File: src/rtl/jtag_tap_sequencer.sv
// TAP controller for the s9234 boundary-scan wrapper: the 16-state TAP FSM, the
// instruction register, DR strobe steering to the BSR or ISR, and TDO muxing.
module jtag_tap_sequencer #(
    parameter int                  IR_WIDTH   = 2,
    parameter logic [IR_WIDTH-1:0] IR_CAPTURE = 2'b01,
    parameter logic [IR_WIDTH-1:0] IR_RESET   = 2'b11
) (
    input  logic                TCLK,
    input  logic                TRST,
    input  logic                TMS,
    input  logic                TDI,
    input  logic                TDO_BSR,
    input  logic                TDO_ISR,
    output logic [IR_WIDTH-1:0] inst,
    output logic                clockdr_bs,
    output logic                shiftdr_bs,
    output logic                updatedr_bs,
    output logic                clockdr_is,
    output logic                shiftdr_is,
    output logic                updatedr_is,
    output logic                TDO,
    output logic                tdo_en,
    output logic [3:0]          tap_state
);

    typedef enum logic [3:0] {
        TLR   = 4'hF,
        RTI   = 4'hC,
        SELDR = 4'h7,
        CAPDR = 4'h6,
        SHDR  = 4'h2,
        EX1DR = 4'h1,
        PAUDR = 4'h3,
        EX2DR = 4'h0,
        UPDDR = 4'h5,
        SELIR = 4'h4,
        CAPIR = 4'hE,
        SHIR  = 4'hA,
        EX1IR = 4'h9,
        PAUIR = 4'hB,
        EX2IR = 4'h8,
        UPDIR = 4'hD
    } tap_state_t;

    tap_state_t          r_state;
    tap_state_t          w_next_state;
    logic [IR_WIDTH-1:0] r_inst;
    logic [IR_WIDTH-1:0] r_ir_shift;
    logic                r_bypass;
    logic                w_sel_bsr;
    logic                w_sel_isr;

    always_ff @(posedge TCLK or posedge TRST) begin
        if (TRST) begin
            r_state <= TLR;
        end else begin
            r_state <= w_next_state;
        end
    end

    always_comb begin
        w_next_state = r_state;
        case (r_state)
            TLR:     w_next_state = TMS ? TLR   : RTI;
            RTI:     w_next_state = TMS ? SELDR : RTI;
            SELDR:   w_next_state = TMS ? SELIR : CAPDR;
            CAPDR:   w_next_state = TMS ? EX1DR : SHDR;
            SHDR:    w_next_state = TMS ? EX1DR : SHDR;
            EX1DR:   w_next_state = TMS ? UPDDR : PAUDR;
            PAUDR:   w_next_state = TMS ? EX2DR : PAUDR;
            EX2DR:   w_next_state = TMS ? UPDDR : SHDR;
            UPDDR:   w_next_state = TMS ? SELDR : RTI;
            SELIR:   w_next_state = TMS ? TLR   : CAPIR;
            CAPIR:   w_next_state = TMS ? EX1IR : SHIR;
            SHIR:    w_next_state = TMS ? EX1IR : SHIR;
            EX1IR:   w_next_state = TMS ? UPDIR : PAUIR;
            PAUIR:   w_next_state = TMS ? EX2IR : PAUIR;
            EX2IR:   w_next_state = TMS ? UPDIR : SHIR;
            UPDIR:   w_next_state = TMS ? SELDR : RTI;
            default: w_next_state = TLR;
        endcase
    end

    // inst only ever changes in UPDIR or TLR, so an aborted IR scan leaves it intact.
    always_ff @(posedge TCLK or posedge TRST) begin
        if (TRST) begin
            r_inst     <= IR_RESET;
            r_ir_shift <= IR_RESET;
            r_bypass   <= 1'b0;
        end else begin
            case (r_state)
                TLR: begin
                    r_inst     <= IR_RESET;
                    r_ir_shift <= IR_RESET;
                end
                CAPIR:   r_ir_shift <= IR_CAPTURE;
                SHIR:    r_ir_shift <= {TDI, r_ir_shift[IR_WIDTH-1:1]};
                UPDIR:   r_inst     <= r_ir_shift;
                CAPDR:   r_bypass   <= 1'b0;
                SHDR:    r_bypass   <= TDI;
                default: ;
            endcase
        end
    end

    // Anything that is not EXTEST, SAMPLE/PRELOAD or INTSCAN routes through bypass.
    assign w_sel_bsr = (r_inst == IR_WIDTH'(0)) || (r_inst == IR_WIDTH'(1));
    assign w_sel_isr = (r_inst == IR_WIDTH'(2));

    always_comb begin
        clockdr_bs  = 1'b0;
        shiftdr_bs  = 1'b0;
        updatedr_bs = 1'b0;
        clockdr_is  = 1'b0;
        shiftdr_is  = 1'b0;
        updatedr_is = 1'b0;
        TDO         = 1'b0;
        tdo_en      = 1'b0;
        if (w_sel_bsr) begin
            clockdr_bs  = (r_state == CAPDR) || (r_state == SHDR);
            shiftdr_bs  = (r_state == SHDR);
            updatedr_bs = (r_state == UPDDR);
        end
        if (w_sel_isr) begin
            clockdr_is  = (r_state == CAPDR) || (r_state == SHDR);
            shiftdr_is  = (r_state == SHDR);
            updatedr_is = (r_state == UPDDR);
        end
        if (r_state == SHIR) begin
            TDO    = r_ir_shift[0];
            tdo_en = 1'b1;
        end else if (r_state == SHDR) begin
            tdo_en = 1'b1;
            if (w_sel_bsr) begin
                TDO = TDO_BSR;
            end else if (w_sel_isr) begin
                TDO = TDO_ISR;
            end else begin
                TDO = r_bypass;
            end
        end
    end

    assign inst      = r_inst;
    assign tap_state = r_state;

endmodule

File: config.mk
export PLATFORM = sky130hd
export DESIGN_NAME = jtag_tap_sequencer
export DESIGN_NICKNAME = d
export VERILOG_FILES = /design/src/rtl/jtag_tap_sequencer.sv
export SDC_FILE = /design/constraint.sdc
export NUM_CORES = 1
export LEC_CHECK = 0
export BUFFER_PORTS_ARGS = -buffer_cell sky130_fd_sc_hd__buf_2
export CORE_MARGIN = 4
export CORE_UTILIZATION = 30
export CTS_CLUSTER_DIAMETER = 30
export DETAILED_ROUTE_END_ITERATION = 16
export HOLD_SLACK_MARGIN = 0.15
export PLACE_DENSITY = 0.58
export SETUP_SLACK_MARGIN = 0.1
export SYNTH_ARGS = -nofsm -noshare
export SYNTH_HDL_FRONTEND = slang
export SYNTH_SLANG_ARGS = --single-unit
File: constraint.sdc
create_clock -name TCLK -period 3.5 [get_ports TCLK]
set_input_delay 0.35 -clock TCLK [delete_from_list [all_inputs] [get_ports TCLK]]
set_output_delay 0.35 -clock TCLK [all_outputs]
set_load 0.02 [all_outputs]
==> qor.yml <==
placement:
  port_buffers: 19
  postPlaceCellArea_um2: 646.9
  dpl.hpwl_um: 917.8
  gp_congestion: 0.7357
  dp.cells: 103
  place_ws_ps: 1828
timing:
  final.setup.tns_ps: 0
  max_slew_margin: 0.7749
  period_minus_slack_ps: 1941
  period_share: 0.5547
  fmax_mhz: 515.1
  fin_skew_ps: 2.919
  rsz0062_at_grt: "false"
  slew_viol_final: 0
  hold_slack_ps: 304.4
  setup_ws_ps: 1559
  setup_violations: 0
  tightest_slew_ps: 337.3
  hold_violations: 0
die:
  fp-row-count: 15
  core-area_um2: 1783
  die_h_um: 52.23
  dieArea_um2: 2727
  dieWidth_um: 52.23
  initial_utilization: 0.3291
  ios: 20
routing:
  top_layer_used: "met4"
  first_pass_iters: 4
  wl_met3_um: 127
  routed-wl-met2_um: 534
  drc: 0
  wl_per_cell_um: 11.62
  wl_met1_um: 578
  routed_wl_mm: 1.255
  viasPerCell: 4.843
  drt_iter0_drc: 9
  vias: 523
  ant_nets: 0
worst_setup_path:
  critical_path.cell_chain: "nor2b_2, nand2_1, nor3_1, buf_2"
  worst_setup_path_end_kind: "primary output"
  r2r_cells: 3
  required_ps: 3150
  r2r_end: "tap_state[1]$_DFF_PP1_"
  cp.arrival_ps: 1590
  path_max_fanout: 13
  crit_path_top_delay_cell: "dfstp_2"
  rrSetupSlack_ps: 2220
  critPathLaunchType: "flip-flop"
  crit_path_max_incr_delay_ps: 660
  critPathKind: "flip-flop to primary output"
  r2r-start: "tap_state[2]$_DFF_PP1_"
synthesis:
  yosysMostFrequentCell: "nand2_1"
  synth_top_area_share: 0.3582
  ys_types: 29
  synth_nets: 71
  synthArstFlopShare: 1.000
  post-synth-top-area-cell: "dfstp_2"
  ys_seq_area_frac: 0.4009
  synth_enable_flop_cells: 0
  syn_area_um2: 586.8
  ys_ff_latch: 9
  yosys-top-cells-area: "dfstp_2 (36%), buf_6 (7.7%), nand2_1 (5.8%)"
  synthFlopType: "dfstp_2"
  synth_cells: 65
  ys_top_cells_by_count: "nand2_1 (9), dfstp_2 (8), nor2_1 (8), buf_6 (4), o21ai_0 (4)"
  syn_area_per_cell_um2: 9.028
  yosysWarnings: 0
clock_tree:
  clk_latency_ps: 260
  ctsResizeCount: 0
  cts-root-buf: "clkbuf_4"
  cts_setup_buffers: 0
  clockBufferDepth: 2
  cts_buffers: 3
  cts_max_level: 1
  cts_tree: "built"
  cts.sinks: 9
  clkTransAtPathRegs_ps: 70
finish:
  diodes: 0
  stdcell_count: 108
  synthToLayoutAreaGrowth_pct: 16.63
  fillers: 186
  layout-drive-gt1-share: 0.4096
  design_area_um2: 684.4
  nets: 90
  seq_area_um2: 235.2
  multi_input_area_um2: 274.0
power:
  p_leak_nw: 0.3223
  vdd_drop_max_uv: 291.0
  power_density_nw_per_um2: 971.8
worst_hold_path:
  hold_depth: 2
  min_to: "tap_state[0]$_DFF_PP1_"
  hp-start: "TMS"
  hp-class: "primary input to flip-flop"
grt:
  antenna_found_initial: 0
  grtUsageTotal: 0.1023
  grt_max_degree: 19
  grt_remaining_overflow: 0
  grt_pass1_wl_mm: 2.083
  grt_pass1_vias: 457
flow_run:
  drv_cap: 0
outcome:
  status: "completed"
[layout make-up]
class / count / area share
Inverter: 3 / 0.01645
Clock inverter: 1 / 0.007313
Timing Repair Buffer: 20 / 0.1536
Multi-Input combinational cell: 47 / 0.4004
Clock buffer: 3 / 0.03291
Sequential cell: 9 / 0.3437
Tap cell: 25 / 0.04570
[cell usage in the layout (no fill, tap or decap)]
cell type,synthesis,final
nand2_1,9,9
nor4_1,2,2
a211o_1,1,1
o211ai_1,1,1
dlygate4sd3_1,0,1
a21oi_1,1,1
a22oi_1,1,1
clkbuf_4,0,3
nor2_1,8,8
a21o_1,1,1
nand2b_1,2,2
nand3_1,1,1
dfrtp_1,1,1
a31oi_1,3,3
o21ai_0,4,4
a21boi_1,1,1
nor2b_2,1,1
buf_2,0,19
nand2b_4,1,1
nor3_1,3,3
o221ai_1,1,1
a21boi_0,1,1
nor2_4,1,1
dfstp_2,8,8
mux2i_1,1,1
o21a_1,1,1
clkinv_2,0,1
inv_1,3,3
o21bai_1,1,1
o31ai_1,1,1
[registers in the layout, indices dropped and copies added (netlist names)]
name and flops:
inst 2, r_bypass 1, r_ir_shift 2, tap_state 4
[routing by layer]
| metal | vias up | global-route usage |
|---|---|---|
| li1 | 262 | - |
| met1 | 233 | 0.1416 |
| met2 | 26 | 0.1444 |
| met3 | 2 | 0.02849 |
| met4 | 0 | 0.05106 |
| met5 | - | 0 |
[through the flow]
| stage | total power [W] | util |
|---|---|---|
| floorplan | 0.0005538 | - |
| global placement | 0.0005826 | 0.3628 |
| detailed placement | 0.0005850 | 0.3628 |
| CTS | 0.0006706 | 0.3839 |
| global route | 0.0007209 | 0.3839 |
| finish | 0.0006651 | 0.3839 |
[power by group]
| group | leakage, nW | internal [W] | switching [W] | total [W] |
|---|---|---|---|---|
| registers | 0.0974 | 0.000190 | 0.000109 | 0.000299 |
| logic | 0.207 | 0.000118 | 0.000167 | 0.000285 |
| clock network | 0.0177 | 0.0000422 | 0.0000386 | 0.0000808 |
| total | 0.322 | 0.000351 | 0.000314 | 0.000665 |
[worst max path at each step]
stage	startpoint	endpoint	slack [ps]	cells past startpoint
2_1_floorplan	tap_state[1]$_DFF_PP1_	shiftdr_bs	1720	3
3_3_place_gp	tap_state[2]$_DFF_PP1_	updatedr_bs	1890	4
3_5_place_dp	tap_state[2]$_DFF_PP1_	updatedr_bs	1830	4
4_1_cts	tap_state[2]$_DFF_PP1_	updatedr_bs	1530	4
5_1_grt	tap_state[2]$_DFF_PP1_	updatedr_bs	1440	4
6_report	tap_state[2]$_DFF_PP1_	updatedr_bs	1560	4
[logic make-up after synthesis]
family / Yosys count / share of synthesized area
buffers and inverters: 9 / 0.1322
AND/OR/NAND/NOR: 28 / 0.2430
multiplexers: 1 / 0.01706
AO/OA/AOI/OAI: 18 / 0.2069
flip-flops: 9 / 0.4008
[critical path, delay by kind of cell, from the launching register on]
| kind | cells | cell delay (ps) |
|---|---|---|
| buffers and inverters | 1 | 200 |
| flip-flops | 1 | 660 |
| AND/OR/NAND/NOR | 3 | 470 |
[timing repair]
item,4_1_cts,5_1_grt
hold buffers,1,0
endpoints found under the setup margin,0,0
endpoints found under the hold margin,1,0
Power figures use the tool's default switching activity.
